[config.mk]
export PLATFORM = sky130hd
export DESIGN_NAME = uart_cmd_assembler
export DESIGN_NICKNAME = d
export VERILOG_FILES = /design/src/rtl/uart_pkg.sv /design/src/rtl/uart_byte_timer.sv /design/src/rtl/uart_cmd_assembler.sv
export SDC_FILE = /design/constraint.sdc
export NUM_CORES = 1
export LEC_CHECK = 0
export BUFFER_PORTS_ARGS = -buffer_cell sky130_fd_sc_hd__clkbuf_2
export CAP_MARGIN = 20
export CORE_ASPECT_RATIO = 0.5
export CORE_UTILIZATION = 35
export DETAILED_ROUTE_END_ITERATION = 10
export GPL_ROUTABILITY_DRIVEN = 0
export PLACE_DENSITY = 0.63
export SYNTH_ARGS = -nofsm -noshare
export SYNTH_HDL_FRONTEND = slang
export SYNTH_SLANG_ARGS = --single-unit
[constraint.sdc]
create_clock -name clk -period 4.8 [get_ports clk]
set_input_delay 1.44 -clock clk [delete_from_list [all_inputs] [get_ports clk]]
set_output_delay 1.44 -clock clk [all_outputs]
set_load 0.01 [all_outputs]
[src/rtl/uart_pkg.sv]
// Shared UART definitions: assembler FSM states and the default bit and
// timeout periods, so receiver, transmitter and assembler agree.
package uart_pkg;

    typedef enum logic {
        COLLECT = 1'b0,
        HOLD    = 1'b1
    } asm_state_t;

    // 50 MHz clock, 19200 baud
    localparam int BAUD_CYC    = 2604;
    // ten byte times
    localparam int TIMEOUT_CYC = 260400;

endpackage

[src/rtl/uart_byte_timer.sv]
// Inter-byte idle timer. Counts enabled cycles and flags expiry.
// Ports: clk, rst_n (async low), clr (zero count), en (count), expired.
module uart_byte_timer #(
    parameter int TIMEOUT_CYC = uart_pkg::TIMEOUT_CYC
) (
    input  logic clk,
    input  logic rst_n,
    input  logic clr,
    input  logic en,
    output logic expired
);

    localparam int W = (TIMEOUT_CYC > 1) ? $clog2(TIMEOUT_CYC) : 1;
    localparam logic [W-1:0] LAST = W'(TIMEOUT_CYC - 1);

    logic [W-1:0] cnt;

    assign expired = en && (cnt == LAST);

    // Saturates at LAST so a missed clear can never wrap back to zero.
    always_ff @(posedge clk or negedge rst_n) begin
        if (!rst_n) begin
            cnt <= '0;
        end else if (clr) begin
            cnt <= '0;
        end else if (en && (cnt != LAST)) begin
            cnt <= cnt + 1'b1;
        end
    end

endmodule

[src/rtl/uart_cmd_assembler.sv]
// Packs NUM_BYTES UART bytes (MSB first) into one command word.
// Ports: clk, rst_n, rx_data/rx_rdy/rx_rdy_clr (byte in), cmd/cmd_rdy/
// clr_cmd_rdy (command out), frame_err (partial frame dropped on timeout).
module uart_cmd_assembler #(
    parameter int NUM_BYTES   = 3,
    parameter int TIMEOUT_CYC = uart_pkg::TIMEOUT_CYC
) (
    input  logic                   clk,
    input  logic                   rst_n,
    input  logic [7:0]             rx_data,
    input  logic                   rx_rdy,
    output logic                   rx_rdy_clr,
    input  logic                   clr_cmd_rdy,
    output logic [8*NUM_BYTES-1:0] cmd,
    output logic                   cmd_rdy,
    output logic                   frame_err
);

    import uart_pkg::*;

    localparam int CW = $clog2(NUM_BYTES + 1);
    localparam int W  = 8 * NUM_BYTES;
    localparam logic [CW-1:0] LAST_BYTE = CW'(NUM_BYTES - 1);

    asm_state_t    state;
    logic [CW-1:0] byte_cnt;
    logic          accept;
    logic          expired;
    logic          tmr_en;
    logic          tmr_clr;

    // rx_rdy stays high for the cycle rx_rdy_clr is up; masking avoids
    // capturing the same byte twice.
    assign accept  = (state == COLLECT) && rx_rdy && !rx_rdy_clr;
    assign tmr_en  = (state == COLLECT) && (byte_cnt != '0) && !accept;
    assign tmr_clr = accept || expired;

    uart_byte_timer #(
        .TIMEOUT_CYC(TIMEOUT_CYC)
    ) u_timer (
        .clk    (clk),
        .rst_n  (rst_n),
        .clr    (tmr_clr),
        .en     (tmr_en),
        .expired(expired)
    );

    always_ff @(posedge clk or negedge rst_n) begin
        if (!rst_n) begin
            state      <= COLLECT;
            byte_cnt   <= '0;
            cmd        <= '0;
            cmd_rdy    <= 1'b0;
            rx_rdy_clr <= 1'b0;
            frame_err  <= 1'b0;
        end else begin
            rx_rdy_clr <= 1'b0;
            frame_err  <= 1'b0;
            case (state)
                COLLECT: begin
                    if (accept) begin
                        rx_rdy_clr <= 1'b1;
                        cmd        <= {cmd[W-9:0], rx_data};
                        if (byte_cnt == LAST_BYTE) begin
                            byte_cnt <= '0;
                            cmd_rdy  <= 1'b1;
                            state    <= HOLD;
                        end else begin
                            byte_cnt <= byte_cnt + 1'b1;
                        end
                    end else if (expired) begin
                        byte_cnt  <= '0;
                        frame_err <= 1'b1;
                    end
                end
                HOLD: begin
                    // Pending bytes wait upstream until the consumer clears.
                    if (clr_cmd_rdy) begin
                        cmd_rdy <= 1'b0;
                        state   <= COLLECT;
                    end
                end
                default: begin
                    state <= COLLECT;
                end
            endcase
        end
    end

endmodule

Yosys cells after proc, flatten, opt, wreduce, memory -nomap -nowiden. Index checks and enable logic that the tools add are counted.

Register bits: 48. Bits of input ports: 12. Output and inout bits: 27. Word-level logic and storage cells: 49.

Add/subtract/negate cells: 2. Equal/unequal tests: 6. Muxes and demuxes: 18. Bitwise logic cells: 1. Reduce and logical (&&, ||, !) cells: 15.

Operators by type and width (number): $mux 18 (2); $add 18x1->18 const B (1); $eq 18x18->1 const B (1); $ne 18x18->1 const B (1); $mux 1 (11); $logic_and 1x1->1 (6); $mux 2 (3); $reduce_bool 2->1 (3); $ne 2x2->1 const B (2); $pmux 1 s2 (2); $reduce_and 2->1 (2); $reduce_and 3->1 (1); $add 2x1->2 const B (1); $eq 2x2->1 const B (1); $logic_not 1->1 (2); $ne 2x1->1 const B (1); $logic_or 1x1->1 (1); $not 1->1 (1).

Longest topological paths before layout.
Word-level depth: 9. Depth in mapped cells: 7. Mapped depth without buffers: 6.

Cells and area by module. Synthesis repeated with hierarchy kept, for this count alone.

Cell total of the unflattened synthesis: 185. Area total of the unflattened synthesis: 2274.7 µm².

By module, submodules not included: uart_cmd_assembler (times used 1, cells each 73, area an instance 1237.4 µm², sequential area each 750.7 µm²); uart_byte_timer (times used 1, cells each 112, area an instance 1037.2 µm², sequential area each 450.4 µm²).

Worst setup path after synthesis. No wires, ideal clock.

Path type: in2reg. Start: in rx_rdy. End: reg cmd[10]. Setup time: 0.065 ns. Arrival: 2.382 ns. Required time: 4.735 ns. Path slack: 2.354 ns. Stages on the path: 7. Buffers on the path: 2. Cells stage by stage: nand2b_1 nand2b_1 inv_2 buf_2 buf_1 nand2_1 nand2_1.

Word-level cells in the longest chain between the ends: 3.

Ends and longest elaborated chain: start: declaration (line uart_cmd_assembler.sv:11) `input logic rx_rdy,`; $logic_and 1x1->1 (2 in a row) (line uart_cmd_assembler.sv:34) `assign accept = (state == COLLECT) && rx_rdy && !rx_rdy_clr;`; $reduce_and 2->1 (no source line); end signal: assignment (line uart_cmd_assembler.sv:63) `cmd <= {cmd[W-9:0], rx_data};`; end: declaration (line uart_cmd_assembler.sv:14) `output logic [8*NUM_BYTES-1:0] cmd,`.

No other way between the ends. A chain may end at the register's enable or synchronous reset.

Final worst setup path.
Start: in rx_rdy. End: reg u_timer.cnt[2].

Word-level cells in the longest chain between the ends: 7. Elaborated cells on any way between the ends: 9. Classes of those cells: 1 x mux; 8 x reduce/logical.

Ends and longest elaborated chain: $logic_and 1x1->1 (*) (2 in a row) (line uart_cmd_assembler.sv:34); $logic_not 1->1 (line uart_cmd_assembler.sv:35) `assign tmr_en = (state == COLLECT) && (byte_cnt != '0) && !accept;`; $logic_and 1x1->1 (line uart_cmd_assembler.sv:35); $logic_and 1x1->1 (line uart_byte_timer.sv:18) `assign expired = en && (cnt == LAST);`; $logic_or 1x1->1 (line uart_cmd_assembler.sv:36) `assign tmr_clr = accept || expired;`; $mux 18 / $reduce_bool 2->1 (equally long branches); end signal: assignment (line uart_byte_timer.sv:27) `cnt <= cnt + 1'b1;`; end: declaration (line uart_byte_timer.sv:16) `logic [W-1:0] cnt;`.

Mark *: on every way between the ends. The rest lies on a longest branch, timed or not.

==> summary.md <==
| Metric | Value |
|---|---|
| Vias in the first global route | 1649 |
| Pre-CTS setup slack | 1.97 ns |
| Setup violators final | 0 |
| Post-layout min period | 2.53 ns |
| Fill cells | 558 |
| Power share of the clock group | 0.247 |
| Root buf cell | clkbuf_16 |
| Initial Utilization | 0.379 |
| Ys flop type | dfrtp_1 |
| Seq/Total Area, Yosys | 0.556 |
| # IOs | 39 |
| Total grt overflow | 0 |
| Crit path required time | 4.97 ns |
| Worst path arrival time | 2.70 ns |
| Iter 0 DRT Violations | 110 |
| Outcome | finished, final reports clean |
| Fmax | 396 MHz |
| P_leak | 0.00128 uW |
| Maximum fanout along the worst path | 30 |
| Fin. max-slew vios | 0 |
| Setup TNS | 0 ns |
| EDFF count, synth | 0 |
| Synthesized instance count | 240 |
| Wirelength per Cell | 13.3 um |
| Max-cap viol count | 0 |
| CTS Sinks | 48 |
| Antenna Violating Nets Remaining | 0 |
| CTS hold repair buffers | 0 |
| Part of the power in combinational logic | 0.310 |
| CTS Buf Count | 5 |
| Mapped Area | 2160 sq um |
| Post-synthesis net count | 253 |
| Htree depth | 2 |
| Die height | 57.6 um |
| Total number of vias | 1844 |
| Asr flop ratio synth | 1.00 |
| Synth Register Bits | 48 |
| Final HPWL DP | 3180 um |
| Synth unique cells | 39 |
| Crit end category | flip-flop |
| First-pass detailed-route iteration total | 5 |
| Switching Power | 548 uW |
| Final Hold Violating Endpoints | 0 |
| Layout cells sized above 1 | 0.193 |
| Antenna violations before repair | 0 |
| # diodes | 0 |
| RSZ-0062 raised after global routing | no |
| Post-synthesis average cell area | 9.00 sq um |
| Rel. slew slack | 0.537 |
| Slack of the critical path | 2.27 ns |
| Buffers on Ports | 38 |
| Drt total wl | 4700 um |
| Area Growth Syn to Fin | 18.9% |
| Crit start category | input port |
| Critical path class | input port to flip-flop |
| Final Skew | 0.00566 ns |
| Cell Pwr Density | 565 nW/um^2 |
| Worst hold path type | flip-flop to flip-flop |
| DRC viols | 0 |
| Cell Rows | 19 |
| GRT Util Overall | 0.164 |
| Clk slew on worst S/H paths | 0.06 ns |
| Post-CTS Setup Inserts | 0 |
| Clock Path Buffers | 2 |
| Global-route wire length before repair | 8160 um |
| Detailed-route vias per instance | 5.22 |
| CTS tree | done |
| DIE WIDTH | 113 um |
| Seq pwr share | 0.443 |
| # resized after CTS | 0 |
| Worst Tran Pin Value | 0.695 ns |
| Worst vdd ir | 0.230 mV |
| Largest net degree at the start of global routing | 32 |
| Layout Nets | 292 |
| Cell internal pwr | 903 uW |
| Later-pin clock latency in the skew report | 0.29 ns |
| Die area | 6510 sq um |
| Switching share of total power | 0.378 |
| Syn. warnings | 0 |
| Final period util | 0.526 |
| CORE AREA | 5710 sq um |
==> stage by stage <==
stage	std cells	utilization	cell area (sq um)	total power, uW	hold WS (ns)
floorplan	240	-	2160	925	0.472
global placement	345	0.423	2420	1090	0.457
detailed placement	345	0.423	2420	1100	0.461
CTS	353	0.450	2570	1470	0.478
global route	353	0.450	2570	1560	0.515
finish	353	0.450	2570	1450	0.474
==> area by class of cell <==
cell class                      count  area, sq um  area share
Multi-Input combinational cell    180          903       0.352
Clock inverter                      2         15.0     0.00584
Inverter                            4         15.0     0.00584
Sequential cell                    48         1200       0.467
Tap cell                           73         91.3      0.0355
Clock buffer                        6          139      0.0540
Timing Repair Buffer               40          205      0.0798
==> layout by cell type, fill, tap and decap left out, types with 3 or more instances in the layout <==
cell type / count
a21o_1: 3
clkbuf_16: 5
clkbuf_2: 38
dfrtp_1: 48
inv_1: 3
nand2_1: 100
nand3_1: 16
nand4_1: 3
nor2_1: 6
o211ai_1: 5
o21ai_0: 3
o21ai_1: 5
o311ai_1: 3
o31ai_1: 3
or4_1: 3
==> flip-flops by register name, indices dropped and copies added (netlist names) <==
name         flops
byte_cnt         2
cmd             24
cmd_rdy          1
frame_err        1
rx_rdy_clr       1
state            1
u_timer.cnt     18
==> cell usage after synthesis (3+ instances only) <==
cell type | n | area share
nand4_1 | 3 | 0.0087
o31ai_1 | 3 | 0.010
inv_1 | 3 | 0.0052
nand2_1 | 100 | 0.17
clkbuf_1 | 3 | 0.0052
o311ai_1 | 3 | 0.012
dfrtp_1 | 48 | 0.56
a21o_1 | 3 | 0.010
nor2_1 | 6 | 0.010
buf_2 | 3 | 0.0069
o21ai_0 | 3 | 0.0069
o21ai_1 | 5 | 0.012
or4_1 | 3 | 0.010
nand3_1 | 16 | 0.037
o211ai_1 | 5 | 0.017
==> worst max-delay path: stages <==
cell,delay (ns)
clkbuf_2,0.08
nand2b_1,0.10
nand2b_1,0.19
inv_2,0.37
a31o_1,0.23
o21ai_0,0.11
a21o_1,0.19
==> power by group through the flow <==
stage | sequential [uW] | clock, uW | combinational, uW
3_3_place_gp | 643 | 0 | 445
3_5_place_dp | 647 | 0 | 454
4_1_cts | 643 | 370 | 455
2_1_floorplan | 673 | 0 | 252
6_report | 643 | 359 | 450
5_1_grt | 665 | 387 | 512
==> kinds of logic after synthesis <==
| kind of cell | Yosys count | share of synthesized area |
|---|---|---|
| adder cells (fa/ha/maj) | 1 | 0.00579 |
| flip-flops | 48 | 0.556 |
| AND/OR/NAND/NOR | 147 | 0.307 |
| AO/OA/AOI/OAI | 32 | 0.105 |
| buffers and inverters | 12 | 0.0261 |
==> worst paths after layout <==
path	depth (start not counted)	end	start	slack, ns
max	7	u_timer.cnt[2]	rx_rdy	2.27
max in group asynchronous	2	u_timer.cnt[1]	rst_n	2.88
max reg2reg	6	u_timer.cnt[13]	u_timer.cnt[0]	2.71
min reg2reg	2	cmd_rdy	cmd_rdy	0.47
min in group asynchronous	1	cmd[23]	rst_n	1.18
min	2	cmd_rdy	cmd_rdy	0.47
==> routing by layer <==
layer  GRT usage  up-vias  routed length [um]
li1            -      895                   -
met1       0.229      879                2350
met2       0.249       66                2020
met3      0.0457        4                 285
met4      0.0508        0                  53
met5           0        -                   0
No activity file was read; power rests on OpenSTA's default activity.
